File: src/rtl/hub75_rx_monitor.sv
// Panel-side HUB75 receiver: deserializes shifted rows into ping-pong line buffers,
// replays each latched row as pixel writes, and measures OE on-time per latch.
module hub75_rx_monitor #(
  parameter int PANEL_WIDTH   = 32,
  parameter int ROW_ADDR_BITS = 4,
  parameter int BITPLANES     = 4,
  localparam int COL_BITS     = $clog2(PANEL_WIDTH),
  localparam int PLANE_BITS   = $clog2(BITPLANES),
  localparam int ADDR_BITS    = PLANE_BITS + ROW_ADDR_BITS + COL_BITS
) (
  input  logic                     clk,
  input  logic                     reset_,
  input  logic                     hub75_clk,
  input  logic                     hub75_lat,
  input  logic                     hub75_oe_,
  input  logic [5:0]               hub75_rgb,
  input  logic [ROW_ADDR_BITS-1:0] hub75_row,
  output logic                     pixel_wr_valid,
  output logic [ADDR_BITS-1:0]     pixel_wr_addr,
  output logic [5:0]               pixel_wr_data,
  output logic                     row_done,
  output logic [ROW_ADDR_BITS-1:0] row_done_row,
  output logic [PLANE_BITS-1:0]    row_done_plane,
  output logic [15:0]              row_done_oe_cycles,
  output logic                     err_col,
  output logic                     err_overrun,
  input  logic                     err_clr
);

  localparam int CNT_BITS = $clog2(PANEL_WIDTH + 1);
  localparam int SYNC_W   = 9 + ROW_ADDR_BITS;
  // Synchronizer idles with OE deasserted so reset release never counts phantom on-time.
  localparam logic [SYNC_W-1:0] SYNC_RST = SYNC_W'(1) << (6 + ROW_ADDR_BITS);

  typedef enum logic {IDLE, COMMIT} state_t;

  state_t                   state, state_next;
  logic [SYNC_W-1:0]        sync1, sync2;
  logic [1:0]               sync3;
  logic                     sclk, slat, soe_;
  logic [5:0]               srgb;
  logic [ROW_ADDR_BITS-1:0] srow;
  logic                     shift_edge, lat_edge, latch_ok, shift_ok;
  logic [CNT_BITS-1:0]      col_cnt, col_after;
  logic [COL_BITS-1:0]      wr_idx, commit_col;
  logic                     wr_sel;
  logic [ROW_ADDR_BITS-1:0] commit_row, last_row;
  logic [PLANE_BITS-1:0]    commit_plane;
  logic [15:0]              oe_cnt, oe_hold;
  logic [5:0]               buf0 [PANEL_WIDTH];
  logic [5:0]               buf1 [PANEL_WIDTH];
  logic [5:0]               rd_data;

  always_ff @(posedge clk) begin
    if (!reset_) begin
      sync1 <= SYNC_RST;
      sync2 <= SYNC_RST;
      sync3 <= '0;
    end else begin
      sync1 <= {hub75_clk, hub75_lat, hub75_oe_, hub75_rgb, hub75_row};
      sync2 <= sync1;
      sync3 <= sync2[SYNC_W-1 -: 2];
    end
  end

  assign sclk       = sync2[SYNC_W-1];
  assign slat       = sync2[SYNC_W-2];
  assign soe_       = sync2[SYNC_W-3];
  assign srgb       = sync2[ROW_ADDR_BITS +: 6];
  assign srow       = sync2[ROW_ADDR_BITS-1:0];
  assign shift_edge = sclk & ~sync3[1];
  assign lat_edge   = slat & ~sync3[0];
  assign latch_ok   = lat_edge && (state == IDLE);
  assign shift_ok   = shift_edge && (col_cnt < CNT_BITS'(PANEL_WIDTH));
  assign col_after  = shift_ok ? col_cnt + 1'b1 : col_cnt;
  assign wr_idx     = COL_BITS'(PANEL_WIDTH - 1) - col_cnt[COL_BITS-1:0];
  // Shift fills buffer wr_sel; a commit always replays the other one.
  assign rd_data    = wr_sel ? buf0[commit_col] : buf1[commit_col];

  always_ff @(posedge clk) begin
    if (reset_ && shift_ok) begin
      if (wr_sel) buf1[wr_idx] <= srgb;
      else        buf0[wr_idx] <= srgb;
    end
  end

  always_ff @(posedge clk) begin
    if (!reset_) state <= IDLE;
    else         state <= state_next;
  end

  always_comb begin
    state_next         = state;
    pixel_wr_valid     = 1'b0;
    pixel_wr_addr      = '0;
    pixel_wr_data      = '0;
    row_done           = 1'b0;
    row_done_row       = '0;
    row_done_plane     = '0;
    row_done_oe_cycles = '0;
    case (state)
      IDLE: begin
        if (lat_edge) state_next = COMMIT;
      end
      COMMIT: begin
        pixel_wr_valid = 1'b1;
        pixel_wr_addr  = {commit_plane, commit_row, commit_col};
        pixel_wr_data  = rd_data;
        if (commit_col == COL_BITS'(PANEL_WIDTH - 1)) begin
          row_done           = 1'b1;
          row_done_row       = commit_row;
          row_done_plane     = commit_plane;
          row_done_oe_cycles = oe_hold;
          state_next         = IDLE;
        end
      end
      default: state_next = IDLE;
    endcase
  end

  always_ff @(posedge clk) begin
    if (!reset_) begin
      col_cnt      <= '0;
      wr_sel       <= 1'b0;
      commit_col   <= '0;
      commit_row   <= '0;
      commit_plane <= '0;
      last_row     <= '0;
      oe_cnt       <= '0;
      oe_hold      <= '0;
      err_col      <= 1'b0;
      err_overrun  <= 1'b0;
    end else begin
      col_cnt <= col_after;
      if (!soe_ && oe_cnt != 16'hFFFF) oe_cnt <= oe_cnt + 16'd1;
      if (state == COMMIT) begin
        if (row_done) commit_col <= '0;
        else          commit_col <= commit_col + 1'b1;
      end
      // A shift coinciding with the latch is already counted in col_after.
      if (latch_ok) begin
        wr_sel       <= ~wr_sel;
        commit_row   <= srow;
        commit_plane <= (srow == last_row) ? commit_plane + 1'b1 : '0;
        last_row     <= srow;
        col_cnt      <= '0;
        oe_hold      <= oe_cnt;
        oe_cnt       <= '0;
        commit_col   <= '0;
      end
      if (latch_ok && col_after != CNT_BITS'(PANEL_WIDTH)) err_col <= 1'b1;
      else if (err_clr)                                    err_col <= 1'b0;
      if (lat_edge && state == COMMIT) err_overrun <= 1'b1;
      else if (err_clr)                err_overrun <= 1'b0;
    end
  end

endmodule

File: config.mk
export PLATFORM = sky130hd
export DESIGN_NAME = hub75_rx_monitor
export DESIGN_NICKNAME = d
export VERILOG_FILES = /design/src/rtl/hub75_rx_monitor.sv
export SDC_FILE = /design/constraint.sdc
export NUM_CORES = 1
export LEC_CHECK = 0
export CAP_MARGIN = 20
export CORE_ASPECT_RATIO = 2
export CORE_UTILIZATION = 60
export DETAILED_ROUTE_END_ITERATION = 8
export PLACE_DENSITY = 0.78
export SLEW_MARGIN = 20
export SYNTH_ARGS = -nofsm -noshare
export SYNTH_HDL_FRONTEND = slang
export SYNTH_SLANG_ARGS = --single-unit
File: constraint.sdc
create_clock -name clk -period 3.56 [get_ports clk]
set_input_delay 0.356 -clock clk [delete_from_list [all_inputs] [get_ports clk]]
set_output_delay 0.356 -clock clk [all_outputs]
set_load 0.03 [all_outputs]
==> results of run 1 <==
## cell families after synthesis
logic type	count (synthesis)	synth area share, %
AO/OA/AOI/OAI	85	3.12
XOR/XNOR	25	1.19
adder cells (fa/ha/maj)	7	0.474
buffers and inverters	59	1.80
flip-flops	470	71.8
multiplexers	125	13.3
AND/OR/NAND/NOR	303	8.36
## layout by cell type (no fill, tap or decap), drive strengths merged, types with 3 or more instances in the layout
master	n
nor2b	9
nand3	13
and2	42
dfxtp	86
and3	29
mux4	96
clkdlybuf4s50	54
nor3	5
clkbuf	52
clkinv	10
xnor2	3
ha	7
mux2i	26
edfxtp	384
o21ai	11
buf	29
mux2	3
bufinv	5
nand4	8
a211o	3
nand2b	5
nor3b	4
inv	4
nand3b	8
xor2	22
nand2	71
or3b	3
o211ai	3
a21oi	10
nor2	98
dlymetal6s2s	3
a21boi	21
o22ai	16
a211oi	8
## synthesized netlist by cell type, drive strengths merged, types with 2 or more instances
cell type,count,share of area (%)
or3,2,0.068
or3b,3,0.14
mux2i,26,1.4
nand3,13,0.38
a22o,2,0.095
nor2b,9,0.30
clkbuf,23,0.47
o211ai,3,0.12
mux2,3,0.18
dfxtp,86,9.3
and2,42,1.4
a211o,3,0.14
and3,29,0.98
a31oi,2,0.068
a21boi,21,0.85
nand4,8,0.43
inv,3,0.061
nand3b,8,0.33
ha,7,0.47
nand2,71,1.4
mux4,96,12
nor3,5,0.14
nor2,98,2.0
nand2b,5,0.17
edfxtp,384,62
o2111ai,2,0.095
a21oi,10,0.27
xor2,22,1.0
a211oi,8,0.33
and4,2,0.11
o22ai,16,0.54
xnor2,3,0.14
o41ai,2,0.095
o21ai,11,0.30
nor3b,4,0.22
buf,33,1.3
## layout make-up
type                            count  area, µm²  share of cell area (%)
Clock inverter                     18        220                    1.06
Clock buffer                       52       1130                    5.42
Timing Repair Buffer               87        866                    4.15
Tap cell                          368        460                    2.21
Multi-Input combinational cell    545       4880                    23.4
Inverter                            3       11.3                  0.0540
Sequential cell                   470      13300                    63.7
## metal layers
layer  share of wire [%]  vias to the layer above
li1                    -                     4296
met1                  32                     4915
met3                 4.8                      133
met5                   0                        -
met4                 6.9                        0
met2                  56                      372
## power by group through the flow
stage	clock network [µW]	logic [µW]	registers, µW
6_report	4480	213	5990
5_1_grt	4690	229	5990
4_1_cts	4520	216	5990
3_5_place_dp	0	208	6120
3_3_place_gp	0	205	6110
2_1_floorplan	0	138	6090
## per-stage QoR
step / area [µm²] / util [%] / total power (µW) / hold WS [ns]
floorplan: 18500 / - / 6230 / 0.386
global placement: 19400 / 64.4 / 6320 / 0.394
detailed placement: 19400 / 64.4 / 6320 / 0.396
CTS: 20800 / 69.0 / 10700 / 0.377
global route: 20900 / 69.1 / 10900 / 0.387
finish: 20900 / 69.1 / 10700 / 0.392
## flip-flops by register name (all words and copies together), names as in the netlist, named ones only
name / count
buf0: 192
buf1: 192
col_cnt: 6
commit_col: 5
commit_plane: 2
err_col: 1
err_overrun: 1
last_row: 4
oe_cnt: 16
oe_hold: 16
state: 1
sync1: 13
sync2: 13
sync3: 2
wr_sel: 1
## final timing paths
path,startpoint,end,cells past startpoint
min,hub75_oe_,sync1[10],2
max reg2reg,sync2[12],buf1[6][3],4
max,flop,pixel_wr_data[0],7
min reg2reg,sync1[10],sync2[10],1
## timing repair
action / in CTS / in global routing
setup endpoints to repair: 6 / 4
gates resized for setup: 2 / 6
buffers inserted: 3 / 0
==> results.toml, run 1 <==
[route]
viasPerCell = 6.30
vias = 9716
dr.pass1.iters = 5
drc = 0
antenna_left = 0
routed_wirelength_um = 41000
drtIter0Drc = 821
routedWlPerCell_um = 26.6

[finish]
fill_cells = 1947
drive_above_1_share_pct = 17.9
area_growth_pct = 12.9
instances_no_fill = 1543
final_nets = 1168
num_antenna_cells = 0

[synth]
ys_types = 52
syn_area_um2 = 18500
synth-edff-count = 384
synthFlopType = "edfxtp_1"
synthArstFlopShare_pct = 0
synth_seq_cells = 470
synth-seq-area-share_pct = 71.8
synth_warnings = 0
netlist_instances = 1074
synth_fp_nets = 1097
syn_avg_cell_area_um2 = 17.2

[power_and_ir_drop]
intPower_uw = 8630
p_seq_share_pct = 56.0
switching_share_pct = 19.2
ir_drop_uv = 503
powerDensity_nw_per_um2 = 512
clkPwrFrac_pct = 42.0
p_sw_uw = 2050
leakagePower_uw = 0.00637
p_comb_share_pct = 2.0

[placed_design]
numPortBuffers = 58
place_ws_ns = 0.375
gp_congestion = 0.838
dp_hpwl_um = 27700
placed_cells = 1470

[global_route]
gr-usage-all-layers_pct = 27.1
grt_pass1_vias = 10334
grt-busiest-layer = "met2"
grt_util_met3_pct = 3.23
grt_use_met1_pct = 27.6
overflow = 0
grt_antenna_before_repair = 0
grt_start_max_net_pins = 65
grt_pass1_wl_um = 61400
grtUsageMet2_pct = 51.4

[floorplan]
die_h_um = 250
dieArea_um2 = 31500
rows = 90
core_area_um2 = 30200
initial_core_util_pct = 61.2
die_w_um = 126
io-pin-count = 59

[sta]
fin_setup_tns_ns = 0
clock_skew_ns = 0.0201
slew_headroom_pct = 45.9
setup_viol = 0
fmaxAchievable_ghz = 0.289
fin_ws_ns = 0.104
drv_slew = 0
hold_violations = 0
grt_setup_unrepaired = "no"
period_minus_slack_ns = 3.46
tightest_slew_ns = 0.812
fin_crit_sh_pct = 97.1

[clock_tree]
clk_path_buf_depth = 3
clkSlewWorstSetupHoldPaths_ns = 0.07
ctsRootBufferMaster = "clkbuf_16"
hold_buffers = 0
ctsHtreeMaxLevel = 2
cts_tree = "yes"
cts_buffers = 38
cts.sinks = 470
clk_latency_ns = 0.54

[hold_path]
hold_path.class = "in -> reg"

[setup_path]
crit_chain = "buf_12 -> mux4_2 -> o22ai_1 -> a211oi_1 -> nand2_1 -> o21ai_0 -> clkdlybuf4s50_1"
critPathTopFamily = "buffers and inverters"
critPathMaxStageDelay_ns = 0.69
worst-path-buf-inv = 2
crit_fanout = 23
cp.arrival_ns = 3.10
critPathKind = "reg -> out"
cp-start-kind = "flop"
cpMaxStageDelayCell = "clkdlybuf4s50_1"
endpoint_kind = "output port"
reg2reg_setup_slack_ns = 0.91
worstPathRequired_ns = 3.20

[flow_run]
max-cap-violations = 0

[status]
status = "completed"
No activity file was read; power rests on OpenSTA's default activity.
==> inputs of run 2 (changes only) <==
CORE_MARGIN = 4   (was default)
CORE_UTILIZATION = 50   (was 60)
CTS_CLUSTER_SIZE = 8   (was default)
PLACE_DENSITY = 0.67   (was 0.78)
==> results.toml, run 2 (synthesis gave the netlist of run 1 again) <==
[finish]
top_regs = "buf0 (192), buf1 (192)"
instances_no_fill = 1666
final_cell_area_um2 = 21600
num_antenna_cells = 0
final_nets = 1209
mostFrequentLayoutCell = "edfxtp_1"
area_growth_pct = 17.2
most-common-layout-cells = "edfxtp_1, nor2_1, mux4_2"
drive_above_1_share_pct = 19.6

[global_route]
gr-usage-all-layers_pct = 21.9
grt_antenna_before_repair = 0
grt_start_max_net_pins = 65
grt_pass1_wl_um = 64400
grt_pass1_vias = 10541
overflow = 0

[route]
viasPerCell = 5.92
vias = 9866
drtIter0Drc = 665
routed_wirelength_um = 42300
routedWlPerCell_um = 25.4
dr.pass1.iters = 5
antenna_left = 0
drc = 0

[sta]
hold_violations = 0
period_minus_slack_ns = 3.35
fin_crit_sh_pct = 94.0
fin_setup_tns_ns = 0
drv_slew = 0
slew_headroom_pct = 33.8
setup_viol = 0
fin_ws_ns = 0.215
clock_skew_ns = 0.0221
grt_setup_unrepaired = "no"
fmaxAchievable_ghz = 0.299
whs_ns = 0.365
tightest_slew_ns = 0.993

[placed_design]
numPortBuffers = 58
post_dp_cell_area_um2 = 19500
gp_congestion = 0.842
placed_cells = 1556
dp_hpwl_um = 27400
place_ws_ns = 0.270

[setup_path]
cp-start-kind = "flop"
worstPathRequired_ns = 3.20
crit_fanout = 25
critPathKind = "reg -> out"
cp.arrival_ns = 2.99
endpoint_kind = "output port"

[power_and_ir_drop]
intPower_uw = 9620
p_comb_share_pct = 2.0
p_sw_uw = 2360
clkPwrFrac_pct = 48.0
leakagePower_uw = 0.00673
switching_share_pct = 19.7
p_seq_share_pct = 50.0
powerDensity_nw_per_um2 = 553
ir_drop_uv = 421

[floorplan]
die_h_um = 280
initial_core_util_pct = 50.5
rows = 99
core_area_um2 = 36500
io-pin-count = 59
dieArea_um2 = 40300
die_w_um = 144

[status]
status = "completed"

[hold_path]
hold_path.class = "in -> reg"

[clock_tree]
ctsHtreeMaxLevel = 3
hold_buffers = 0
clkSlewWorstSetupHoldPaths_ns = 0.05
ctsRootBufferMaster = "clkbuf_16"
clk_path_buf_depth = 3
clk_latency_ns = 0.58
cts_tree = "yes"
cts.sinks = 470
cts_buffers = 68

[flow_run]
max-cap-violations = 0
==> run 2: cell count changes in the layout (fill, tap and decap cells not counted), moves of 2 or more <==
cell             delta
clkbuf_16          +27
clkbuf_1           +13
buf_4               +6
bufinv_16           -5
clkinv_2            -5
clkinv_1            -4
inv_6               +4
buf_12              +3
clkdlybuf4s50_1     -2
clkinvlp_4          -2
==> run 2: cell type report <==
cell class / instances / area, µm²
multi-input cells: 545 / 4890
repair buffers: 98 / 1010
clock buffers: 91 / 1840
inverters: 3 / 11.3
well taps: 454 / 568
fillers: 2688 / 14900
flip-flops and latches: 470 / 13300
clock inverters: 5 / 51.3
==> run 2: repair_timing <==
| action | 4_1_cts | 5_1_grt |
|---|---|---|
| setup endpoints to repair | 6 | 4 |
| setup buffers | 10 | 4 |
| pin swaps | 0 | 0 |
| resized for setup | 6 | 4 |
==> run 2: final timing paths <==
kind	start	end	slack, ns	cells after the start
worst max register to register	state	oe_cnt[4]	0.99	5
worst min-delay path	hub75_row[2]	sync1[2]	0.37	2
worst max-delay path	commit_col[0]	row_done	0.21	5
worst min register to register	sync1[10]	sync2[10]	0.41	1
==> run 2: stage by stage <==
step	power [µW]	util (%)
5_1_grt	12400	59.2
6_report	12000	59.2
3_5_place_dp	6320	53.5
3_3_place_gp	6320	53.5
4_1_cts	12100	59.1
2_1_floorplan	6230	-
==> run 2: power by group through the flow <==
stage          Combinational, µW  Clock (µW)  Sequential [µW]
2_1_floorplan                138           0             6090
3_3_place_gp                 207           0             6110
3_5_place_dp                 212           0             6110
4_1_cts                      240        5840             6000
5_1_grt                      254        6110             5990
6_report                     236        5750             6000
==> run 2: worst max-delay path: stages, from the launching register on <==
cell	delay, ns
dfxtp_1	0.40
ha_1	0.19
and3_1	0.17
ha_1	0.68
and2_1	0.27
clkdlybuf4s50_1	0.71
==> run 2: metal layers <==
metal | routed length (µm) | share of wire [%] | up-vias | track usage, %
met3 | 1990 | 4.7 | 114 | 4.54
met2 | 23700 | 56 | 359 | 39.2
li1 | - | - | 4385 | -
met1 | 14300 | 34 | 5008 | 23.5
met5 | 0 | 0 | - | 0
met4 | 2320 | 5.5 | 0 | 12.3
==> inputs of run 3 (changes only) <==
SLEW_MARGIN = default   (was 20)
==> results.toml, run 3 (synthesis gave the netlist of run 1 again) <==
[setup_path]
cp.arrival_ns = 2.99
critPathMaxStageDelay_ns = 0.71
critPathTopFamily = "adder cells"
reg2reg_setup_slack_ns = 0.98
worstRegToRegCells = 4
endpoint = "row_done"
worstPathRequired_ns = 3.20
cp-start-kind = "flop"
cpMaxStageDelayCell = "clkdlybuf4s50_1"
worst-path-buf-inv = 1
endpoint_kind = "output port"
cp_common_cell = "ha_1"
crit_chain = "ha_1 -> and3_1 -> ha_1 -> and2_1 -> clkdlybuf4s50_1"
reg2reg_from = "sync2[12]"
critPathKind = "reg -> out"
crit_fanout = 25
cp.depth = 5
startpoint = "commit_col[0]"
worstReg2RegEnd = "buf1[9][4]"

[clock_tree]
cts_buffers = 68
clkSlewWorstSetupHoldPaths_ns = 0.05
ctsRootBufferMaster = "clkbuf_16"
ctsHtreeMaxLevel = 3
cts.sinks = 470
cts_tree = "yes"
clk_latency_ns = 0.58
clk_path_buf_depth = 3

[power_and_ir_drop]
ir_drop_uv = 421
p_seq_share_pct = 49.9
intPower_uw = 9620
switching_share_pct = 19.7
leakagePower_uw = 0.00675
p_comb_share_pct = 2.1
powerDensity_nw_per_um2 = 553
clkPwrFrac_pct = 48.0
p_sw_uw = 2360

[sta]
whs_ns = 0.364
grt_setup_unrepaired = "no"
setup_viol = 0
fin_crit_sh_pct = 94.0
hold_violations = 0
fmaxAchievable_ghz = 0.299
drv_slew = 0
fin_setup_tns_ns = 0
slew_headroom_pct = 34.8
tightest_slew_ns = 0.978
clock_skew_ns = 0.0228
period_minus_slack_ns = 3.35

[finish]
area_growth_pct = 17.4
mostFrequentLayoutCell = "edfxtp_1"
instances_no_fill = 1668
drive_above_1_share_pct = 19.8
num_antenna_cells = 0
most-common-layout-cells = "edfxtp_1, nor2_1, mux4_2"
final_nets = 1211
fill_cells = 2686
top_regs = "buf0 (192), buf1 (192)"

[route]
dr.pass1.iters = 5
antenna_left = 0
routedWlPerCell_um = 25.4
drc = 0
routed_wirelength_um = 42400
viasPerCell = 5.93
vias = 9890
drtIter0Drc = 582

[floorplan]
initial_core_util_pct = 50.5
dieArea_um2 = 40300
io-pin-count = 59
die_w_um = 144
core_area_um2 = 36500
rows = 99
die_h_um = 280

[global_route]
grt_pass1_vias = 10541
overflow = 0
grt_pass1_wl_um = 64400
grt_start_max_net_pins = 65
grt_antenna_before_repair = 0
gr-usage-all-layers_pct = 21.9

[placed_design]
dp_hpwl_um = 27400
gp_congestion = 0.842
numPortBuffers = 58
placed_cells = 1556

[hold_path]
hold_path.class = "in -> reg"

[status]
status = "completed"

[flow_run]
max-cap-violations = 0
run 3: cell count changes in the layout (fill, tap and decap cells not counted):
| cell | change |
|---|---|
| buf_12 | +2 |
| dfxtp_4 | -2 |
| dfxtp_2 | +2 |
run 3: repair_timing:
action / 4_1_cts / 5_1_grt
hold buffers: 0 / 0
endpoints found under the setup margin: 6 / 4
resized for setup: 6 / 4
gates cloned: 0 / 0
buffers inserted: 10 / 4
run 3: power by group through the flow:
| stage | clock network, µW | registers [µW] | logic (µW) |
|---|---|---|---|
| floorplan | 0 | 6090 | 138 |
| global placement | 0 | 6110 | 207 |
| detailed placement | 0 | 6110 | 212 |
| CTS | 5840 | 6000 | 240 |
| global route | 6110 | 5980 | 271 |
| finish | 5750 | 5980 | 252 |
run 3: per-stage QoR:
stage	setup WS [ns]	instance area, µm²	utilization (%)	power [µW]
finish	0.212	21700	59.3	12000
detailed placement	0.270	19500	53.5	6320
global placement	0.283	19500	53.5	6320
global route	0.0151	21700	59.3	12400
CTS	0.00330	21600	59.1	12100
floorplan	0.931	18500	-	6230
run 3: layer usage:
layer | global-route usage, % | up-vias | routed length [µm] | part of all wire (%)
li1 | - | 4385 | - | -
met1 | 23.5 | 5043 | 14400 | 34
met2 | 39.2 | 343 | 23500 | 56
met3 | 4.54 | 119 | 2040 | 4.8
met4 | 12.3 | 0 | 2430 | 5.7
met5 | 0 | - | 0 | 0
run 3: worst min path at each step:
stage / from / end / slack, ns / depth (start not counted)
2_1_floorplan: sync1[10] / sync2[10] / 0.39 / 1
3_3_place_gp: sync1[10] / sync2[10] / 0.39 / 1
3_5_place_dp: sync1[10] / sync2[10] / 0.41 / 1
4_1_cts: hub75_rgb[3] / sync1[7] / 0.34 / 2
5_1_grt: hub75_row[2] / sync1[2] / 0.35 / 2
6_report: hub75_oe_ / sync1[10] / 0.36 / 2
run 3: layout make-up:
cell class                      instances  area [µm²]  share of cell area (%)
Clock buffer                           91        1840                    8.49
Multi-Input combinational cell        545        4890                    22.5
Inverter                                3        11.3                  0.0519
Tap cell                              454         568                    2.62
Sequential cell                       470       13300                    61.2
Timing Repair Buffer                  100        1050                    4.86
Clock inverter                          5        51.3                   0.237
